[src/rtl/bft_pkg.sv]
// Shared constants, packet layout and FSM state type for the BFT leaf ports.
// Packet layout, MSB first: valid | dest | payload.
package bft_pkg;

    localparam int NUM_LEAVES = 16;
    localparam int AW         = $clog2(NUM_LEAVES);
    localparam int PAYLOAD_SZ = 44;
    localparam int P_SZ       = 1 + AW + PAYLOAD_SZ;
    localparam int ENTRY_W    = AW + PAYLOAD_SZ;

    localparam int VALID_BIT  = P_SZ - 1;
    localparam int DEST_MSB   = P_SZ - 2;
    localparam int DEST_LSB   = PAYLOAD_SZ;

    typedef enum logic [1:0] {
        IDLE = 2'd0,
        SEND = 2'd1,
        HOLD = 2'd2
    } tx_state_e;

    // Turns a buffered {dest, payload} entry into a valid wire packet.
    function automatic logic [P_SZ-1:0] make_pkt(input logic [ENTRY_W-1:0] entry);
        logic [P_SZ-1:0] pkt;
        pkt                      = '0;
        pkt[VALID_BIT]           = 1'b1;
        pkt[DEST_MSB:DEST_LSB]   = entry[ENTRY_W-1:PAYLOAD_SZ];
        pkt[PAYLOAD_SZ-1:0]      = entry[PAYLOAD_SZ-1:0];
        return pkt;
    endfunction

endpackage

[src/rtl/bft_leaf_fifo.sv]
// Small synchronous FIFO buffering PE words ahead of the leaf transmitter.
// DEPTH must be a power of two (>= 2) so the pointers wrap naturally.
module bft_leaf_fifo #(
    parameter int WIDTH = 48,
    parameter int DEPTH = 4
) (
    input  logic                       clk,
    input  logic                       rst_n,
    input  logic                       push,
    input  logic [WIDTH-1:0]           wr_data,
    input  logic                       pop,
    output logic [WIDTH-1:0]           rd_data,
    output logic                       full,
    output logic                       empty,
    output logic [$clog2(DEPTH):0]     count
);

    localparam int PTR_W = $clog2(DEPTH);
    localparam int CNT_W = PTR_W + 1;

    logic [WIDTH-1:0] mem [DEPTH];
    logic [PTR_W-1:0] wr_ptr;
    logic [PTR_W-1:0] rd_ptr;
    logic             do_push;
    logic             do_pop;

    assign full    = (count == CNT_W'(DEPTH));
    assign empty   = (count == '0);
    assign do_push = push && !full;
    assign do_pop  = pop && !empty;
    assign rd_data = mem[rd_ptr];

    // NOTE: storage has no reset; the count guards every read, so clearing it would only cost area.
    always_ff @(posedge clk) begin
        if (do_push) begin
            mem[wr_ptr] <= wr_data;
        end
    end

    // NOTE: sequential state uses non-blocking assignments so every flop samples pre-edge values.
    always_ff @(posedge clk or negedge rst_n) begin
        if (!rst_n) begin
            wr_ptr <= '0;
            rd_ptr <= '0;
            count  <= '0;
        end else begin
            if (do_push) begin
                wr_ptr <= wr_ptr + PTR_W'(1);
            end
            if (do_pop) begin
                rd_ptr <= rd_ptr + PTR_W'(1);
            end
            case ({do_push, do_pop})
                2'b10:   count <= count + CNT_W'(1);
                2'b01:   count <= count - CNT_W'(1);
                default: count <= count;
            endcase
        end
    end

endmodule

[src/rtl/bft_leaf_tx.sv]
// Transmit end of a BFT leaf port: PE stream -> FIFO -> registered packet with resend hold.
// Optional statistics outputs are enabled by defining BFT_LEAF_TX_STATS_EN.
module bft_leaf_tx
    import bft_pkg::*;
#(
    parameter int FIFO_DEPTH = 4
`ifdef BFT_LEAF_TX_STATS_EN
    ,
    parameter int LEAF_ADDR  = 0
`endif
) (
    input  logic                  clk,
    input  logic                  reset,
    input  logic                  in_valid,
    output logic                  in_ready,
    input  logic [AW-1:0]         in_dest,
    input  logic [PAYLOAD_SZ-1:0] in_payload,
    output logic [P_SZ-1:0]       dout_leaf,
    input  logic                  resend,
    output logic                  busy
`ifdef BFT_LEAF_TX_STATS_EN
    ,
    output logic [31:0]           pkt_sent_cnt,
    output logic [31:0]           resend_cnt,
    output logic                  self_addr_err
`endif
);

    localparam int CNT_W = $clog2(FIFO_DEPTH) + 1;

    tx_state_e          state;
    tx_state_e          next_state;
    logic [P_SZ-1:0]    dout_next;
    logic [ENTRY_W-1:0] head;
    logic [CNT_W-1:0]   fifo_count;
    logic               fifo_full;
    logic               fifo_empty;
    logic               push;
    logic               pop;
    logic               ready_en;

    // ready_en keeps in_ready low during reset and lets it rise one cycle after release.
    assign in_ready = ready_en && !fifo_full;
    assign push     = in_valid && in_ready;
    assign busy     = (fifo_count != '0) || dout_leaf[VALID_BIT];

    bft_leaf_fifo #(
        .WIDTH (ENTRY_W),
        .DEPTH (FIFO_DEPTH)
    ) u_fifo (
        .clk     (clk),
        .rst_n   (reset),
        .push    (push),
        .wr_data ({in_dest, in_payload}),
        .pop     (pop),
        .rd_data (head),
        .full    (fifo_full),
        .empty   (fifo_empty),
        .count   (fifo_count)
    );

    always_ff @(posedge clk or negedge reset) begin
        if (!reset) begin
            state     <= IDLE;
            dout_leaf <= '0;
            ready_en  <= 1'b0;
        end else begin
            state     <= next_state;
            dout_leaf <= dout_next;
            ready_en  <= 1'b1;
        end
    end

    // NOTE: every output of this block gets a default first so no latch is inferred.
    always_comb begin
        next_state = state;
        dout_next  = dout_leaf;
        pop        = 1'b0;
        unique case (state)
            IDLE: begin
                dout_next = '0;
                if (!fifo_empty) begin
                    pop        = 1'b1;
                    dout_next  = make_pkt(head);
                    next_state = SEND;
                end
            end
            SEND, HOLD: begin
                if (resend) begin
                    next_state = HOLD;
                end else if (!fifo_empty) begin
                    pop        = 1'b1;
                    dout_next  = make_pkt(head);
                    next_state = SEND;
                end else begin
                    dout_next  = '0;
                    next_state = IDLE;
                end
            end
            default: begin
                dout_next  = '0;
                next_state = IDLE;
            end
        endcase
    end

`ifdef BFT_LEAF_TX_STATS_EN
    localparam logic [AW-1:0] SELF_ADDR = AW'(LEAF_ADDR);

    // Counters saturate rather than wrap so long runs never report a small bogus value.
    always_ff @(posedge clk or negedge reset) begin
        if (!reset) begin
            pkt_sent_cnt  <= '0;
            resend_cnt    <= '0;
            self_addr_err <= 1'b0;
        end else begin
            if (dout_leaf[VALID_BIT] && !resend && (pkt_sent_cnt != '1)) begin
                pkt_sent_cnt <= pkt_sent_cnt + 32'd1;
            end
            if (dout_leaf[VALID_BIT] && resend && (resend_cnt != '1)) begin
                resend_cnt <= resend_cnt + 32'd1;
            end
            if (push && (in_dest == SELF_ADDR)) begin
                self_addr_err <= 1'b1;
            end
        end
    end
`endif

endmodule

[config.mk]
export PLATFORM = sky130hd
export DESIGN_NAME = bft_leaf_tx
export DESIGN_NICKNAME = d
export VERILOG_FILES = /design/src/rtl/bft_pkg.sv /design/src/rtl/bft_leaf_fifo.sv /design/src/rtl/bft_leaf_tx.sv
export SDC_FILE = /design/constraint.sdc
export NUM_CORES = 1
export LEC_CHECK = 0
export ABC_AREA = 1
export CAP_MARGIN = 0
export CORE_MARGIN = 3
export CORE_UTILIZATION = 40
export CTS_CLUSTER_DIAMETER = 80
export DETAILED_ROUTE_END_ITERATION = 10
export GPL_TIMING_DRIVEN = 0
export PLACE_DENSITY = 0.66
export SETUP_SLACK_MARGIN = 0.15
export SLEW_MARGIN = 10
export SYNTH_ARGS = -nofsm -noshare
export SYNTH_HDL_FRONTEND = slang
export SYNTH_SLANG_ARGS = --single-unit
[constraint.sdc]
create_clock -name clk -period 9 [get_ports clk]
set_input_delay 1.8 -clock clk [delete_from_list [all_inputs] [get_ports clk]]
set_output_delay 1.8 -clock clk [all_outputs]
set_load 0.1 [all_outputs]
==> flow_metrics.env, run 1 <==
export IMPL_wire_per_inst_um=15.10
export IMPL_internal_power_uw=2640
export IMPL_syn_area_um2=10550
export IMPL_syn_to_final_growth_pct=23.56
export IMPL_path_clk_slew_ns=0.06
export IMPL_combPwrFrac=0.469
export IMPL_timing_final_crit_period_ns=4.325
export IMPL_status="completed"
export IMPL_crit_path_end_kind="output pin"
export IMPL_drv_cap=0
export IMPL_final_nets=1237
export IMPL_synth_seq_cells=251
export IMPL_required_ns=7.20
export IMPL_clkPwrFrac=0.206
export IMPL_whs_endpoint="dout_leaf[26]$_DFFE_PN0P_"
export IMPL_cts_tree="yes"
export IMPL_hold_depth=2
export IMPL_portBuffers=102
export IMPL_crit_path_start_kind="register"
export IMPL_gp_congestion=0.7630
export IMPL_slew_headroom=0.2747
export IMPL_rows=58
export IMPL_rr_worst_depth=6
export IMPL_netlist_top_cells_area="edfxtp_1 55%, nand2_1 14%, dfrtp_1 14%"
export IMPL_dpl_hpwl_mm=15.04
export IMPL_cts_root_buf="clkbuf_16"
export IMPL_vias_per_cell=4.537
export IMPL_htree_levels=1
export IMPL_p_seq_frac=0.325
export IMPL_grt_max_degree=37
export IMPL_synth_distinct_cells=26
export IMPL_switching_share=0.4519
export IMPL_antenna_found_initial=1
export IMPL_ctsLongestPathBuffers=3
export IMPL_fill_cells=2290
export IMPL_die_x_um=168.4
export IMPL_reg2reg_slack_ns=6.68
export IMPL_hp_start="dout_leaf[26]$_DFFE_PN0P_"
export IMPL_ioPinCount=103
export IMPL_hold_buffers=0
export IMPL_dpl_worst_slack_ns=4.872
export IMPL_r2r_start="u_fifo.count[0]$_DFFE_PN0P_"
export IMPL_finalHoldViolCount=0
export IMPL_setup_tns_ns=0
export IMPL_p_sw_uw=2176
export IMPL_layout_commonest_cell="nand2_1"
export IMPL_min_path_type="reg -> reg"
export IMPL_drtPass1Iterations=4
export IMPL_cp_slowest_stage_delay_ns=0.96
export IMPL_max_freq_ghz=0.2312
export IMPL_worst_pin_slew_ns=1.085
export IMPL_drive_gt1_frac=0.07602
export IMPL_fin_worst_skew_ns=0.01296
export IMPL_final_util=0.5101
export IMPL_yosys_area_top_type_share=0.5467
export IMPL_finalNonFillerCells=1528
export IMPL_cts_setup_buffers=0
export IMPL_syn_area_per_cell_um2=10.16
export IMPL_cts_buffers=26
export IMPL_grt_use_total=0.1626
export IMPL_overflow=0
export IMPL_rsz0062_at_grt="no"
export IMPL_drc=0
export IMPL_timing_rr_end="u_fifo.mem[2][16]$_DFFE_PP_"
export IMPL_antenna_left=0
export IMPL_p_leak_uw=0.005972
export IMPL_crit_arrival_ns=2.53
export IMPL_slew_violations=0
export IMPL_cts_resized=0
export IMPL_grt_pass1_wl_mm=36.48
export IMPL_dieArea_um2=28350
export IMPL_grt_pass1_vias=6877
export IMPL_period_share=0.4806
export IMPL_path_class="reg -> out"
export IMPL_ir_drop_v=0.0002576
export IMPL_setup_slack_ns=4.675
export IMPL_setup_viol=0
export IMPL_synth_area_leader_cell="edfxtp_1"
export IMPL_critPathMaxFanout=5
export IMPL_synth_cells=1038
export IMPL_core_um2=25540
export IMPL_cts_sinks=251
export IMPL_synth_nets=1098
export IMPL_yosysSeqAreaShare=0.6868
export IMPL_first_iter_violations=464
export IMPL_crit_path_top_delay_cell="clkdlybuf4s50_1"
export IMPL_crit_chain="nor2_2 -> nand2_4 -> or2_2 -> clkdlybuf4s50_1"
export IMPL_post_place_cells=1479
export IMPL_p_per_area_nw_per_um2=369.6
export IMPL_die_h_um=168.4
export IMPL_route_vias_total=6932
export IMPL_start_util=0.4128
export IMPL_wl_mm=23.07
export IMPL_final_cell_mix="394 x nand2_1, 209 x inv_1, 192 x edfxtp_1"
export IMPL_synth_warnings=0
export IMPL_clk_latency_ns=0.52
cell type report:
cell class | instances | area [um2] | area share
clock buffers | 41 | 758.2 | 0.05819
inverters | 212 | 795.8 | 0.06107
well taps | 330 | 412.9 | 0.03169
multi-input cells | 533 | 2311 | 0.1774
plain buffers | 42 | 226.5 | 0.01738
flip-flops and latches | 251 | 7242 | 0.5558
clock inverters | 7 | 37.54 | 0.002881
diodes | 1 | 2.502 | 0.0001920
repair buffers | 111 | 1244 | 0.09545
through the flow:
step	total power, uW	cell area [um2]	hold WS, ns
after floorplan	3214	10550	0.4867
after global placement	3807	11980	0.4621
after detailed placement	3866	12230	0.4635
after CTS	4872	13030	0.4824
after global routing	5112	13030	0.5042
final	4816	13030	0.4757
logic make-up (layout without fill, tap and decap cells):
kind of cell / Yosys count / in the layout / share of synthesized area
AOI/OAI and AO/OA: 5 / 5 / 0.002611
DFF: 251 / 251 / 0.6868
other: 1 / 2 / 0.0003556
and+or+nand+nor: 517 / 517 / 0.2015
adders and majority gates: 8 / 8 / 0.01020
buffers and inverters: 254 / 413 / 0.09694
xor gates and xnor gates: 2 / 2 / 0.001661
synthesized netlist by cell type:
cell type,instances
nand2_1,394
inv_1,209
edfxtp_1,192
nand3_1,100
dfrtp_1,59
clkbuf_1,20
buf_2,13
nand2_2,11
ha_1,7
buf_4,5
nor2_1,4
o21ai_0,4
buf_6,3
inv_2,3
nand4_1,3
a21boi_0,1
buf_8,1
conb_1,1
fa_1,1
nand2_4,1
nand3b_1,1
nor2_2,1
nor2_4,1
or2_2,1
xnor2_1,1
xor2_1,1
flip-flops by register name, summed over array words and instances, names as in the netlist:
signal	cells
u_fifo.count	3
dout_leaf	49
state	2
u_fifo.mem	192
u_fifo.wr_ptr	2
ready_en	1
u_fifo.rd_ptr	2
routing by layer:
metal / global-route usage / wire (um)
met5: 0 / 0
met4: 0.04269 / 378
met3: 0.02818 / 1536
met2: 0.2707 / 11050
met1: 0.2225 / 10110
worst max-delay path by stage:
stage,cells past startpoint,end,startpoint
final,4,busy,u_fifo.count[1]$_DFFE_PN0P_
after global routing,4,busy,u_fifo.count[1]$_DFFE_PN0P_
after CTS,4,busy,u_fifo.count[1]$_DFFE_PN0P_
after detailed placement,5,u_fifo.mem[3][17]$_DFFE_PP_,in_valid
after global placement,3,u_fifo.mem[0][6]$_DFFE_PP_,in_valid
after floorplan,2,u_fifo.mem[0][0]$_DFFE_PP_,in_valid
power by group through the flow:
stage	logic, uW	registers, uW	clock network (uW)
2_1_floorplan	885	2330	0
3_3_place_gp	2210	1600	0
3_5_place_dp	2280	1590	0
4_1_cts	2290	1570	1020
5_1_grt	2450	1590	1070
6_report	2260	1570	992
critical path: cells and delay by family (launching register included):
family                 cells  cell delay [ns]
DFF                        1             0.40
buffers and inverters      1             0.96
and+or+nand+nor            3             0.63
No activity file was read; power rests on OpenSTA's default activity.
==> run 2, diff against run 1 <==
- clock period: 9 -> 4.45 ns (I/O delays scaled with it)
==> results of run 2 <==
The final DEF is identical to that of run 1. Status: completed.
Main changes from that run: setup slack after placement 4.872 ns -> 1.232 ns; setup slack after layout 4.675 ns -> 1.035 ns; hold slack 0.4757 ns -> 0.2725 ns; register-to-register setup slack 6.68 ns -> 2.13 ns; total power 4816 uW -> 9741 uW; worst IR drop on VDD 0.0002576 V -> 0.0005209 V
==> run 3, diff against run 2 <==
- clock period: 4.45 -> 3.3 ns (I/O delays scaled with it)
==> run 3 against run 2 <==
Total power grew 35%; clock skew down 0.0013 ns; wire length about the same; sequential power is 35% higher; worst setup slack lost 0.54 ns; final cell count unchanged; hold slack worse by 0.23 ns; die area stayed put; clock power rose by 34%; sequential share of layout area is essentially flat; critical path type unchanged; global-route usage did not move; combinational power rose by 35%.
==> flow_metrics.env, run 3 (synthesis results as in run 1) <==
export IMPL_drc=0
export IMPL_p_seq_frac=0.325
export IMPL_required_ns=2.64
export IMPL_grt_max_degree=37
export IMPL_dpl_hpwl_mm=15.04
export IMPL_cts_buffers=26
export IMPL_p_sw_uw=5930
export IMPL_portBuffers=102
export IMPL_drv_cap=0
export IMPL_period_share=0.8505
export IMPL_cts_sinks=251
export IMPL_critPathMaxFanout=5
export IMPL_post_route_cell_area_um2=13030
export IMPL_gp_congestion=0.7630
export IMPL_status="completed"
export IMPL_fin_worst_skew_ns=0.01167
export IMPL_dieArea_um2=28350
export IMPL_switching_share=0.4517
export IMPL_hold_buffers=0
export IMPL_slew_headroom=0.2747
export IMPL_ctsLongestPathBuffers=3
export IMPL_crit_path_top_delay_cell="dlygate4sd2_1"
export IMPL_first_iter_violations=464
export IMPL_ir_drop_v=0.0007024
export IMPL_top_regs="u_fifo.mem: 192 flops, dout_leaf: 49 flops, u_fifo.count: 3 flops"
export IMPL_die_x_um=168.4
export IMPL_vias_per_cell=4.533
export IMPL_regMostFlops="u_fifo.mem"
export IMPL_slew_violations=0
export IMPL_layout_commonest_cell="nand2_1"
export IMPL_syn_to_final_growth_pct=23.58
export IMPL_post_dp_cell_area_um2=12230
export IMPL_p_leak_uw=0.005981
export IMPL_cts_setup_buffers=0
export IMPL_cts_resized=1
export IMPL_antenna_found_initial=1
export IMPL_clk_latency_ns=0.52
export IMPL_ioPinCount=103
export IMPL_cp_slowest_stage_delay_ns=0.59
export IMPL_crit_arrival_ns=2.15
export IMPL_cts_tree="yes"
export IMPL_combPwrFrac=0.469
export IMPL_final_nets=1237
export IMPL_finalNonFillerCells=1528
export IMPL_htree_levels=1
export IMPL_clkPwrFrac=0.206
export IMPL_p_per_area_nw_per_um2=1007
export IMPL_grt_pass1_vias=6877
export IMPL_cts_root_buf="clkbuf_16"
export IMPL_worst_pin_slew_ns=1.085
export IMPL_whs_ns=0.04396
export IMPL_grt_pass1_wl_mm=36.48
export IMPL_rows=58
export IMPL_drive_gt1_frac=0.07602
export IMPL_rsz0062_at_grt="no"
export IMPL_crit_path_end_kind="output pin"
export IMPL_min_path_type="in -> async"
export IMPL_core_um2=25540
export IMPL_timing_final_crit_period_ns=2.807
export IMPL_overflow=0
export IMPL_max_freq_ghz=0.3563
export IMPL_setup_tns_ns=0
export IMPL_crit_chain="nor2_2 -> nand2_4 -> or2_2 -> dlygate4sd2_1"
export IMPL_route_vias_total=6927
export IMPL_start_util=0.4128
export IMPL_die_h_um=168.4
export IMPL_drtPass1Iterations=5
export IMPL_setup_viol=0
export IMPL_path_class="reg -> out"
export IMPL_path_clk_slew_ns=0.06
export IMPL_wire_per_inst_um=15.11
export IMPL_grt_use_total=0.1626
export IMPL_crit_path_start_kind="register"
export IMPL_post_place_cells=1479
export IMPL_final_cell_mix="394 x nand2_1, 209 x inv_1, 192 x edfxtp_1"
export IMPL_wl_mm=23.08
export IMPL_antenna_left=0
export IMPL_finalHoldViolCount=0
export IMPL_internal_power_uw=7198
export IMPL_largest_register_ffs=192
export IMPL_reg2reg_slack_ns=0.98
-- run 3: changes by cell type in the layout (fill, tap and decap cells not counted), sizes merged --
cell / before / now
dlymetal6s2s: 0 / 1
clkdlybuf4s50: 101 / 99
dlygate4sd2: 0 / 1
-- run 3: per-stage QoR --
stage	setup slack (ns)	total power (uW)	util
final	0.4934	13130	0.5101
after global routing	0.4181	13940	0.5101
after CTS	0.1550	13280	0.5099
after detailed placement	0.3120	10540	0.4788
after global placement	-2.479	10380	0.4689
after floorplan	-0.04490	8764	-
-- run 3: worst max-delay path, delay by kind of cell, from the launching register on --
family	cells	cell delay (ns)
simple gates	3	0.63
buf+inv	1	0.59
flops	1	0.40
-- run 3: cell type report --
class	count	area, um2
Fill cell	2292	12510
Sequential cell	251	7242
Multi-Input combinational cell	533	2311
Timing Repair Buffer	111	1245
Inverter	212	795.8
Clock buffer	41	758.2
Tap cell	330	412.9
Buffer	42	226.5
Clock inverter	7	37.54
Antenna cell	1	2.502
-- run 3: power groups by stage --
stage / Clock (uW) / Sequential (uW) / Combinational, uW
finish: 2700 / 4270 / 6150
global route: 2910 / 4340 / 6690
CTS: 2770 / 4280 / 6230
detailed placement: 0 / 4330 / 6210
global placement: 0 / 4360 / 6020
floorplan: 0 / 6350 / 2410
-- run 3: final timing paths --
path / startpoint / end / depth (start not counted)
setup / recovery: u_fifo.count[1]$_DFFE_PN0P_ / busy / 4
hold / removal: reset / u_fifo.wr_ptr[0]$_DFFE_PN0P_ / 1
setup reg to reg: u_fifo.count[0]$_DFFE_PN0P_ / u_fifo.mem[2][16]$_DFFE_PP_ / 6
hold reg to reg: dout_leaf[26]$_DFFE_PN0P_ / dout_leaf[26]$_DFFE_PN0P_ / 2
max in group asynchronous: reset / dout_leaf[10]$_DFFE_PN0P_ / 2
min in group clk: dout_leaf[26]$_DFFE_PN0P_ / dout_leaf[26]$_DFFE_PN0P_ / 2
-- run 3: metal layers --
layer	wire length [um]	up-vias	track usage
li1	-	3483	-
met1	10060	3223	0.2225
met2	11050	193	0.2707
met3	1598	28	0.02818
met4	378	0	0.04269
met5	0	-	0
